### src/rtl/i2s_tx.sv
// i2s_tx: Philips I2S master transmitter that sends each mono sample on both channels. Optional I2S_TX_UNDERRUN_MUTE_EN silences underrun frames.
module i2s_tx #(
    parameter int DATA_WIDTH = 16,
    parameter int SLOT_WIDTH = 32,
    parameter int BCLK_DIV   = 4
) (
    input  logic                  clk,
    input  logic                  rst,
    input  logic [DATA_WIDTH-1:0] data_i,
    input  logic                  vld_i,
    output logic                  bclk_o,
    output logic                  lrclk_o,
    output logic                  sdata_o,
    output logic                  underrun_o,
    output logic                  overrun_o
);
    localparam int DIV_W = BCLK_DIV > 1 ? $clog2(BCLK_DIV) : 1;
    localparam int POS_W = $clog2(2 * SLOT_WIDTH);
    localparam int IDX_W = DATA_WIDTH > 1 ? $clog2(DATA_WIDTH) : 1;
    localparam logic [DIV_W-1:0] DIV_MAX = DIV_W'(BCLK_DIV - 1);
    localparam logic [POS_W-1:0] POS_MAX = POS_W'(2 * SLOT_WIDTH - 1);

    logic [DIV_W-1:0]      div;
    logic [POS_W-1:0]      pos;
    logic [POS_W-1:0]      pos_nxt;
    logic [DATA_WIDTH-1:0] hold;
    logic [DATA_WIDTH-1:0] tx;
    logic                  pending;
    logic                  fall;
    logic                  load;
    logic                  sbit;
    int                    slot_bit;

    // Bit-clock fall detection, next slot position and the serial bit it selects
    always_comb begin
        fall     = (div == DIV_MAX) && bclk_o;
        pos_nxt  = (pos == POS_MAX) ? '0 : pos + 1'b1;
        load     = fall && (pos_nxt == '0);
        slot_bit = int'(pos_nxt) % SLOT_WIDTH;
        sbit     = (slot_bit >= 1 && slot_bit <= DATA_WIDTH) ? tx[IDX_W'(DATA_WIDTH - slot_bit)] : 1'b0;
    end

    // Clock division, framing, sample hand-off and status pulses
    always_ff @(posedge clk) begin
        if (rst) begin
            div        <= '0;
            pos        <= POS_MAX;
            bclk_o     <= 1'b0;
            lrclk_o    <= 1'b0;
            sdata_o    <= 1'b0;
            underrun_o <= 1'b0;
            overrun_o  <= 1'b0;
            hold       <= '0;
            tx         <= '0;
            pending    <= 1'b0;
        end else begin
            underrun_o <= 1'b0;
            overrun_o  <= 1'b0;
            div        <= (div == DIV_MAX) ? '0 : div + 1'b1;
            bclk_o     <= (div == DIV_MAX) ? ~bclk_o : bclk_o;
            if (fall) begin
                pos     <= pos_nxt;
                lrclk_o <= pos_nxt >= POS_W'(SLOT_WIDTH);
                sdata_o <= sbit;
            end
            if (vld_i)
                hold <= data_i;
            if (load) begin
                pending <= 1'b0;
                if (vld_i)
                    tx <= data_i;
                else if (pending)
                    tx <= hold;
                else begin
                    underrun_o <= 1'b1;
`ifdef I2S_TX_UNDERRUN_MUTE_EN
                    tx <= '0;
`else
                    tx <= tx;
`endif
                end
            end else if (vld_i) begin
                pending   <= 1'b1;
                overrun_o <= pending;
            end
        end
    end
endmodule

### config.mk
export PLATFORM = sky130hd
export DESIGN_NAME = i2s_tx
export DESIGN_NICKNAME = d
export VERILOG_FILES = /design/src/rtl/i2s_tx.sv
export SDC_FILE = /design/constraint.sdc
export NUM_CORES = 1
export LEC_CHECK = 0
export BUFFER_PORTS_ARGS = -buffer_cell sky130_fd_sc_hd__buf_4
export CELL_PAD_IN_SITES_DETAIL_PLACEMENT = 1
export CELL_PAD_IN_SITES_GLOBAL_PLACEMENT = 2
export CORE_MARGIN = 2
export CORE_UTILIZATION = 35
export DETAILED_ROUTE_END_ITERATION = 8
export MAX_ROUTING_LAYER = met4
export PLACE_DENSITY = 0.74
export SYNTH_ARGS = -nofsm -noshare
export SYNTH_HDL_FRONTEND = slang
export SYNTH_SLANG_ARGS = --single-unit
### constraint.sdc
create_clock -name clk -period 2.7 [get_ports clk]
set_input_delay 0.27 -clock clk [delete_from_list [all_inputs] [get_ports clk]]
set_output_delay 0.27 -clock clk [all_outputs]
set_load 0.01 [all_outputs]
==> results of run 1 <==
state kept, by name (all words and copies together) (netlist names):
| name | count |
|---|---|
| lrclk_o | 1 |
| sdata_o | 1 |
| underrun_o | 1 |
| pending | 1 |
| tx | 16 |
| div | 2 |
| pos | 6 |
| overrun_o | 1 |
| bclk_o | 1 |
| hold | 16 |
cell families (layout without fill, tap and decap cells):
kind of cell | after synthesis | after routing | share of synthesized area [%]
buf+inv | 22 | 39 | 4.83
flops | 46 | 46 | 43.3
xor+xnor | 4 | 4 | 2.71
simple gates | 90 | 90 | 20.8
mux | 26 | 26 | 12.3
compound gates | 47 | 47 | 13.7
fa+ha+maj | 4 | 4 | 2.35
metrics by stage:
step	cell area [µm²]	total power, W
3_3_place_gp	2350	0.000827
5_1_grt	2440	0.00129
2_1_floorplan	2130	0.000793
4_1_cts	2430	0.00126
3_5_place_dp	2350	0.000830
6_report	2440	0.00123
power groups by stage:
stage | sequential (W) | combinational, W | clock [W]
after floorplan | 0.000723 | 0.0000698 | 0
after CTS | 0.000710 | 0.000104 | 0.000444
after detailed placement | 0.000726 | 0.000104 | 0
final | 0.000710 | 0.000102 | 0.000421
after global routing | 0.000713 | 0.000115 | 0.000467
after global placement | 0.000725 | 0.000102 | 0
area by class of cell:
class | instances | area, µm²
clock inverters | 2 | 13.8
fillers | 713 | 3450
clock buffers | 6 | 72.6
well taps | 75 | 93.8
inverters | 4 | 15.0
flip-flops and latches | 46 | 921
multi-input cells | 171 | 1100
repair buffers | 27 | 215
worst max path at each step:
stage | start | end | slack (ns)
6_report | pos[1]$_SDFFE_PP1P_ | sdata_o$_SDFFE_PP0P_ | 0.29
3_5_place_dp | pos[1]$_SDFFE_PP1P_ | sdata_o$_SDFFE_PP0P_ | 0.18
2_1_floorplan | pos[0]$_SDFFE_PP1P_ | sdata_o$_SDFFE_PP0P_ | 0.54
4_1_cts | pos[1]$_SDFFE_PP1P_ | sdata_o$_SDFFE_PP0P_ | 0.14
3_3_place_gp | pos[1]$_SDFFE_PP1P_ | sdata_o$_SDFFE_PP0P_ | 0.25
5_1_grt | pos[1]$_SDFFE_PP1P_ | sdata_o$_SDFFE_PP0P_ | 0.11
routing by layer:
metal / wire [µm] / GRT usage [%] / vias up
met5: 0 / - / -
met4: 33 / 4.50 / 0
met3: 116 / 3.30 / 2
met2: 2140 / 25.9 / 16
met1: 2160 / 18.6 / 765
li1: - / - / 856
timing repair:
item	CTS	global route
gates resized for setup	0	1
hold endpoints to repair	0	0
setup endpoints to repair	0	1
layout by cell type (no fill, tap or decap), types with 2 or more instances in the layout:
| cell | n |
|---|---|
| dfxtp_1 | 46 |
| ha_1 | 3 |
| clkbuf_8 | 5 |
| o21ai_0 | 19 |
| nand2_1 | 28 |
| mux2i_1 | 25 |
| xnor2_1 | 2 |
| nor3b_1 | 3 |
| nand3b_1 | 2 |
| nor4_1 | 3 |
| inv_1 | 4 |
| a31oi_1 | 3 |
| buf_4 | 26 |
| nor3_1 | 5 |
| a21oi_1 | 10 |
| nand3_1 | 3 |
| o21bai_1 | 2 |
| nand2b_1 | 17 |
| nor2_1 | 24 |
critical path, cell delays in order (launching register included):
cell,delay (ns)
dfxtp_1,0.60
ha_2,0.44
nand3_1,0.16
nor2_1,0.18
o21ai_1,0.09
a311o_1,0.38
a2111oi_1,0.34
a2bb2oi_1,0.10
==> results.md, run 1 <==
- Leak Pwr: 0.999 nW
- TritonRoute pass-1 iters: 4
- Initial Util: 36.1%
- R2R setup slack: 0.29 ns
- CTS tree: done
- I/O Pins: 24
- Switching pwr: 0.000296 W
- Core Region: ~5900 µm²
- Net Sw Frac: 24.0%
- Yosys Warn Count: 0
- Die area: 6710 µm²
- Worst ir drop on vdd: 0.349 mV
- Mapped Cells: ~240
- Clock Sinks: 46
- Depth of the CTS H-tree: 2
- Number of buffers added on ports: 23
- Crit path kind: reg -> reg
- Synth Register Bits: between 40 and 50
- Post-CTS Setup Bufs: 0
- Non-Filler Instances: between 300 and 400
- Top FF cell, synth: dfxtp_1
- Slew Viols, Final: 0
- Tcrit/Tclk final: 89.2%
- EDFF count, synth: 0
- Share of cells above drive strength 1: 16.0%
- Cell variety after synth: 41
- HP Start: data_i[4]
- Crit Path Max Fanout: 13
- Num CTS Buffers: 5
- Number of DRC markers in iteration 0: 25
- Hold-fix buffers, CTS: 0
- Crit path launch type: flip-flop
- Layout Utilization: 41.4%
- Die height: 81.9 µm
- FF-to-FF End: sdata_o$_SDFFE_PP0P_
- FMAX: between 400 and 500 MHz
- Top cell type's share of synthesized area: 43.3%
- Unrepaired setup endpoints after global routing: no
- Cell Area, Synth: 2130 µm²
- Sequential share of power: 57.6%
- Internal: 0.000937 W
- Via-per-instance ratio: 4.95
- Asr flop ratio synth: 0%
- Reg2reg path depth: 7
- Worst slew margin: 63.8%
- Final wirelength: 4440 µm
- First-pass GRT wire length: ~7800 µm
- Largest net degree at the start of global routing: 48
- GPL Wtd Cong: approximately 0.79
- Synth cell count leaders: dfxtp_1 (46), nand2_1 (28), mux2i_1 (25)
- CTS root buffer: clkbuf_8
- Clock-pin slew on the worst setup and hold paths: around 0.090 ns
- Setup violations, final: 0
- DRT antenna net count: 0
- Count of final hold-check violations: 0
- Synth area leader: dfxtp_1
- Pwr per Cell Area: 506 nW/µm²
- DRC Markers: 0
- WHS Path Cells: 3
- Area Growth Syn to Fin: 14.6%
- All-layer global routing usage: 15.4%
- Clk_lat worst skew: 0.29 ns
- Net Count, Synth: between 200 and 300
- WL per Instance: roughly 13 µm
- Clock Power Share: 34.2%
- Total number of vias: 1639
- Diodes inserted: 0
- Clock skew: 0.00382 ns
- Min Clock Period, post-route: 2.41 ns
- Die Span X: 81.9 µm
- Vias in the first global route: roughly 1700
- Req. time, crit path: about 2.9 ns
- Place WS: around 0.18 ns
- Hold_ws: between 0.2 and 0.3 ns
- Arrival time worst endpoint: 2.58 ns
- Final WS setup: 0.292 ns
- DP Cell Count: ~320
- Detail Placement HPWL: ~3000 µm
- Count leader, synth: dfxtp_1
- Synth area leaders: dfxtp_1 (43%), mux2i_1 (12%), nand2b_1 (5.0%), nand2_1 (4.9%), o21ai_0 (4.5%)
- Initial antenna violation count: 0
- Total negative slack: 0 ns
- MaxCap Viol Count: 0
- Syn avg cell area: 8.89 µm²
- WHS Endpoint: hold[4]$_SDFFE_PP0P_
- Layout Nets: between 200 and 300
- Status: complete, no violations
- FP Rows: 28
- Combinational power share: under 10%
- GR Overflow Total: 0
- Sequential share of the synthesized area: 43.3%
- Critical Path End Type: flip-flop
- R2R Path Start: pos[1]$_SDFFE_PP1P_
- Worst Tran Pin Value: 0.543 ns
- Hold Path Class: in -> reg
- Clock buffer depth: 2
Power figures use the tool's default switching activity.
==> run 2, diff against run 1 <==
BUFFER_PORTS_ARGS = -buffer_cell sky130_fd_sc_hd__buf_2   (was -buffer_cell sky130_fd_sc_hd__buf_4)
==> run 2 against run 1 <==
Net effect: global-route usage up 0.058 points; worst hold slack worse by 0.0054 ns; clock power about the same; wire length up 0.47%; clock skew about the same; sequential share of layout area up 0.83 points; largest power group unchanged; combinational power down 5%.
==> results.md, run 2 (synthesized netlist as in run 1, its figures left out) <==
- Diodes inserted: 0 (unchanged)
- First-pass GRT wire length: 7650 µm (-1.7%)
- Layout fillers: 699 (-2.0%)
- WL per Instance: 13.4 µm (+0.17%)
- MaxCap Viol Count: 0 (unchanged)
- Crit Path Max Fanout: 11 (-2)
- GR Overflow Total: 0 (unchanged)
- Largest stage delay on the critical path: 0.45 ns (-0.15 ns)
- Status: complete, no violations
- Setup violations, final: 0 (unchanged)
- Number of DRC markers in iteration 0: 24 (-4.0%)
- Core Region: 5890 µm² (unchanged)
- Clock-pin slew on the worst setup and hold paths: 0.09 ns (about the same)
- Worst slew margin: 50.0% (-14 points)
- Min Clock Period, post-route: 2.22 ns (-0.187 ns)
- Layout Utilization: 40.5% (-0.89 points)
- Non-Filler Instances: 332 (+0.30%)
- Die Span X: 81.9 µm (unchanged)
- CTS root buffer: clkbuf_8
- Crit path launch type: flip-flop
- Die area: 6710 µm² (unchanged)
- DRC Markers: 0 (unchanged)
- Commonest cells after routing, fill and taps aside: dfxtp_1 (46), nand2_1 (28), mux2i_1 (25), nor2_1 (24), buf_2 (23)
- Via-per-instance ratio: 5.03 (+1.6%)
- Resized cells post-CTS: 0 (unchanged)
- Die height: 81.9 µm (unchanged)
- Worst Tran Pin Value: 0.750 ns (+0.207 ns)
- Initial Util: 36.1% (unchanged)
- FP Rows: 28 (unchanged)
- Critical-path top delay cell: ha_1
- Clk_lat worst skew: 0.30 ns (about the same)
- Clock Sinks: 46 (unchanged)
- Crit path kind: reg -> reg
- DRT antenna net count: 0 (unchanged)
- Layout Nets: 279 (+0.36%)
- Unrepaired setup endpoints after global routing: no
- Detail Placement HPWL: 3030 µm (+1.8%)
- Slew Viols, Final: 0 (unchanged)
- Clock buffer depth: 2 (unchanged)
- Hold Path Class: in -> reg
- DP Cell Count: 324 (+0.31%)
- Arrival time worst endpoint: 2.40 ns (-0.18 ns)
- Post-CTS Setup Bufs: 0 (unchanged)
- Biggest registers after layout: hold: 16 flops, tx: 16 flops, pos: 6 flops
- Final wirelength: 4460 µm (+0.47%)
- Area Growth Syn to Fin: 12.1%
- Num CTS Buffers: 5 (unchanged)
- Count of final hold-check violations: 0 (unchanged)
- GPL Wtd Cong: 0.749 (-4.9%)
- Clock skew: 0.00384 ns (+0.0000172 ns)
- Critical Path End Type: flip-flop
- Most common cell after layout, fill and taps aside: dfxtp_1
- Pwr per Cell Area: 516 nW/µm² (+2.0%)
- Hold_ws: 0.249 ns (-0.00543 ns)
- Vias in the first global route: 1640 (-1.0%)
- Req. time, crit path: 2.88 ns (about the same)
- Placed Area: 2300 µm² (-2.1%)
- I/O Pins: 24 (unchanged)
- Number of buffers added on ports: 23 (unchanged)
- Hold-fix buffers, CTS: 0 (unchanged)
- Tcrit/Tclk final: 82.3% (-6.9 points)
- CTS tree: done
- Total negative slack: 0 ns (unchanged)
- FMAX: 450 MHz (+8.4%)
- Largest net degree at the start of global routing: 48 (unchanged)
- Initial antenna violation count: 0 (unchanged)
- Total number of vias: 1671 (+2.0%)
- Depth of the CTS H-tree: 2 (unchanged)
- Design Area, Final: 2380 µm² (-2.2%)
- All-layer global routing usage: 15.5% (+0.058 points)
- CP Cell Sequence: ha_1 -> nand3_1 -> o21a_1 -> mux2i_1 -> nor3_1 -> a2111oi_1 -> a2bb2oi_1
- Worst ir drop on vdd: 0.313 mV (-10%)
- Leak Pwr: 0.989 nW (-1.1%)
- Share of cells above drive strength 1: 16.0% (-0.062 points)
- TritonRoute pass-1 iters: 4 (unchanged)
==> run 2: cell types whose count changed in the layout (fill, tap and decap cells not counted), sizes merged <==
cell	previous run	this run
buf	27	28
==> run 2: layer usage <==
metal  GRT usage (%)  share of wire (%)
met1            18.8                 48
met2            23.6                 45
met3            3.85                2.5
met4            8.33                3.6
met5               -                  0
==> run 2: through the flow <==
step                setup WS, ns  total power [W]
floorplan                  0.543         0.000793
global placement           0.514         0.000820
detailed placement         0.470         0.000823
CTS                        0.452          0.00125
global route               0.255          0.00130
finish                     0.479          0.00123
==> run 2: power breakdown <==
| part | internal (W) | total, W | switching [W] |
|---|---|---|---|
| clock | 0.000183 | 0.000424 | 0.000241 |
| sequential | 0.000700 | 0.000709 | 0.00000879 |
| combinational | 0.0000466 | 0.0000964 | 0.0000498 |
| total | 0.000930 | 0.00123 | 0.000300 |
==> run 2: path summary, 6_finish.rpt <==
kind                             from                    to  slack (ns)  depth (start not counted)
setup reg to reg  pos[1]$_SDFFE_PP1P_  sdata_o$_SDFFE_PP0P_        0.48                          7
hold / removal              data_i[3]  hold[3]$_SDFFE_PP0P_        0.25                          3
setup / recovery  pos[1]$_SDFFE_PP1P_  sdata_o$_SDFFE_PP0P_        0.48                          7
hold reg to reg     div[0]$_SDFF_PP0_     div[0]$_SDFF_PP0_        0.43                          1
==> run 2: area by class of cell <==
cell class                 instances  area, µm²  area share [%]
multi-input combinational        171       1100            46.2
sequential                        46        921            38.6
timing repair buffer              28        165            6.93
tap                               75       93.8            3.94
clock buffer                       6       72.6            3.04
inverter                           4       15.0           0.630
clock inverter                     2       13.8           0.577
==> run 2: worst max-delay path: cells and delay by family, from the launching register on <==
kind                       cells  cell delay (ns)
AOI/OAI and AO/OA              3             0.83
adders and majority gates      1             0.45
DFF                            1             0.38
and+or+nand+nor                2             0.25
muxes                          1             0.20
==> run 3, diff against run 2 <==
CORE_UTILIZATION = 32   (was 35)
PLACE_DENSITY = 0.71   (was 0.74)
clock period = 1.9 ns   (was 2.7 ns; I/O delays follow)
==> run 3 against run 2 <==
Net effect: critical path type unchanged; total power increased by 50%; sequential power increased by 42%; largest power group unchanged; utilization increased by 0.49 points.
==> results.md, run 3 (synthesized netlist as in run 1, its figures left out) <==
- Status: complete, no violations
- Worst slew margin: 71.9% (+22 points)
- Die area: 7310 µm² (+8.9%)
- HP Start: data_i[1]
- Clock skew: 0.00932 ns (+0.00548 ns)
- Final wirelength: 4920 µm (+10%)
- Area Growth Syn to Fin: 23.1%
- Depth of the CTS H-tree: 2 (unchanged)
- Initial antenna violation count: 0 (unchanged)
- R2R Path Start: pos[1]$_SDFFE_PP1P_
- Layout Utilization: 41.0% (+0.49 points)
- Crit Path Max Fanout: 5 (-6)
- R2R setup slack: 0.004 ns (-0.48 ns)
- Diodes inserted: 0 (unchanged)
- CTS tree: done
- Slew Viols, Final: 0 (unchanged)
- Unrepaired setup endpoints after global routing: yes
- Num CTS Buffers: 5 (unchanged)
- Most common cell after layout, fill and taps aside: dfxtp_1
- Worst ir drop on vdd: 0.299 mV (-4.4%)
- Arrival time worst endpoint: 2.08 ns (-0.32 ns)
- DP Cell Count: 340 (+4.9%)
- Design Area, Final: 2620 µm² (+9.8%)
- DRT antenna net count: 0 (unchanged)
- Total negative slack: 0 ns (unchanged)
- Vias in the first global route: 1775 (+8.2%)
- Clock buffer depth: 2 (unchanged)
- Hold Path Class: in -> reg
- WHS Path Cells: 3 (unchanged)
- First-pass GRT wire length: 8420 µm (+10%)
- GPL Wtd Cong: 0.787 (+5.1%)
- FMAX: 527 MHz (+17%)
- Die height: 85.5 µm (+4.4%)
- Layout fillers: 759 (+8.6%)
- Critical Path End Type: flip-flop
- Req. time, crit path: 2.08 ns (-0.80 ns)
- Crit path launch type: flip-flop
- Initial Util: 33.3% (-2.8 points)
- Share of cells above drive strength 1: 25.5% (+9.6 points)
- All-layer global routing usage: 14.8% (-0.70 points)
- TritonRoute pass-1 iters: 4 (unchanged)
- Detail Placement HPWL: 3400 µm (+12%)
- Count of final hold-check violations: 0 (unchanged)
- Biggest registers after layout: hold: 16 flops, tx: 16 flops, pos: 6 flops
- Placed Area: 2420 µm² (+5.6%)
- CTS root buffer: clkbuf_8
- Setup violations, final: 0 (unchanged)
- DRC Markers: 0 (unchanged)
- Clk_lat worst skew: 0.30 ns (about the same)
- FF-to-FF End: sdata_o$_SDFFE_PP0P_
- Overall power: 0.00184 W (+50%)
- Crit path kind: reg -> reg
- Pwr per Cell Area: 703 nW/µm² (+36%)
- Reg2reg path depth: 7 (unchanged)
- Worst Tran Pin Value: 0.421 ns (-0.328 ns)
- Largest net degree at the start of global routing: 33 (-31%)
- FP Rows: 29 (+3.6%)
- Die Span X: 85.5 µm (+4.4%)
- WHS Endpoint: hold[1]$_SDFFE_PP0P_
- Clock-pin slew on the worst setup and hold paths: 0.09 ns (about the same)
- Non-Filler Instances: 351 (+5.7%)
- Commonest cells after routing, fill and taps aside: dfxtp_1 (43), nand2_1 (27), mux2i_1 (25), nor2_1 (24), buf_2 (23)
- GR Overflow Total: 0 (unchanged)
- Number of DRC markers in iteration 0: 34 (+42%)
- Clock Sinks: 46 (unchanged)
- Layout Nets: 296 (+6.1%)
- Leak Pwr: 1.10 nW (+11%)
- Min Clock Period, post-route: 1.90 ns (-0.325 ns)
- Number of buffers added on ports: 23 (unchanged)
- Total number of vias: 1743 (+4.3%)
- WL per Instance: 14.0 µm (+4.2%)
- Via-per-instance ratio: 4.97 (-1.3%)
- I/O Pins: 24 (unchanged)
- MaxCap Viol Count: 0 (unchanged)
- Tcrit/Tclk final: 99.8% (+18 points)
- Core Region: 6390 µm² (+8.5%)
run 3: changes by cell type in the layout (fill, tap and decap cells not counted), moves of 2 or more:
cell      delta
dfxtp_1      -3
buf_4       +16
clkbuf_8     +2
ha_4         +2
ha_1         -2
dfxtp_2      +2
run 3: where the power goes:
group | switching [W] | internal, W | total, W
Sequential | 0.0000119 | 0.000994 | 0.00101
Clock | 0.000350 | 0.000334 | 0.000684
Combinational | 0.0000753 | 0.0000747 | 0.000150
Total | 0.000437 | 0.00140 | 0.00184
run 3: routing by layer:
| metal | global-route usage [%] | up-vias | part of all wire (%) |
|---|---|---|---|
| met5 | - | - | 0 |
| met1 | 17.8 | 834 | 47 |
| met2 | 24.5 | 14 | 49 |
| met3 | 3.18 | 8 | 2.2 |
| li1 | - | 887 | - |
| met4 | 5.05 | 0 | 1.6 |
run 3: stage by stage:
| step | hold WS, ns | worst slack [ns] |
|---|---|---|
| 6_report | 0.165 | 0.00384 |
| 5_1_grt | 0.195 | -0.100 |
| 4_1_cts | 0.171 | -0.0168 |
| 3_5_place_dp | 0.426 | -0.0697 |
| 3_3_place_gp | 0.415 | 0.0172 |
| 2_1_floorplan | 0.375 | 0.0363 |
run 3: worst max-delay path by stage:
stage | startpoint | end | slack [ns] | cells past startpoint
after CTS | pos[0]$_SDFFE_PP1P_ | sdata_o$_SDFFE_PP0P_ | -0.02 | 7
final | pos[1]$_SDFFE_PP1P_ | sdata_o$_SDFFE_PP0P_ | 0.004 | 7
after floorplan | pos[1]$_SDFFE_PP1P_ | sdata_o$_SDFFE_PP0P_ | 0.04 | 9
after global routing | pos[0]$_SDFFE_PP1P_ | sdata_o$_SDFFE_PP0P_ | -0.10 | 7
after global placement | pos[0]$_SDFFE_PP1P_ | sdata_o$_SDFFE_PP0P_ | 0.02 | 7
after detailed placement | pos[0]$_SDFFE_PP1P_ | sdata_o$_SDFFE_PP0P_ | -0.07 | 7
run 3: what timing repair did:
| action | CTS | global route |
|---|---|---|
| gates cloned | 0 | 1 |
| hold buffers | 0 | 0 |
| pin swaps | 3 | 2 |
| gates resized for setup | 3 | 7 |
| buffers inserted | 1 | 1 |
| endpoints found under the setup margin | 5 | 17 |
run 3: final cells by class:
| class | count | area (µm²) | share of cell area [%] |
|---|---|---|---|
| clock buffer | 7 | 96.3 | 3.68 |
| clock inverter | 1 | 8.76 | 0.335 |
| inverter | 4 | 15.0 | 0.574 |
| multi-input combinational | 171 | 1160 | 44.5 |
| sequential | 46 | 927 | 35.4 |
| tap | 77 | 96.3 | 3.68 |
| timing repair buffer | 45 | 310 | 11.9 |
run 3: worst max-delay path, stage by stage (launching register included):
cell and delay (ns):
dfxtp_2 0.38, buf_4 0.16, inv_2 0.05, ha_4 0.25, o22a_2 0.23, a311o_1 0.37
a2111oi_2 0.24, a2bb2oi_1 0.11
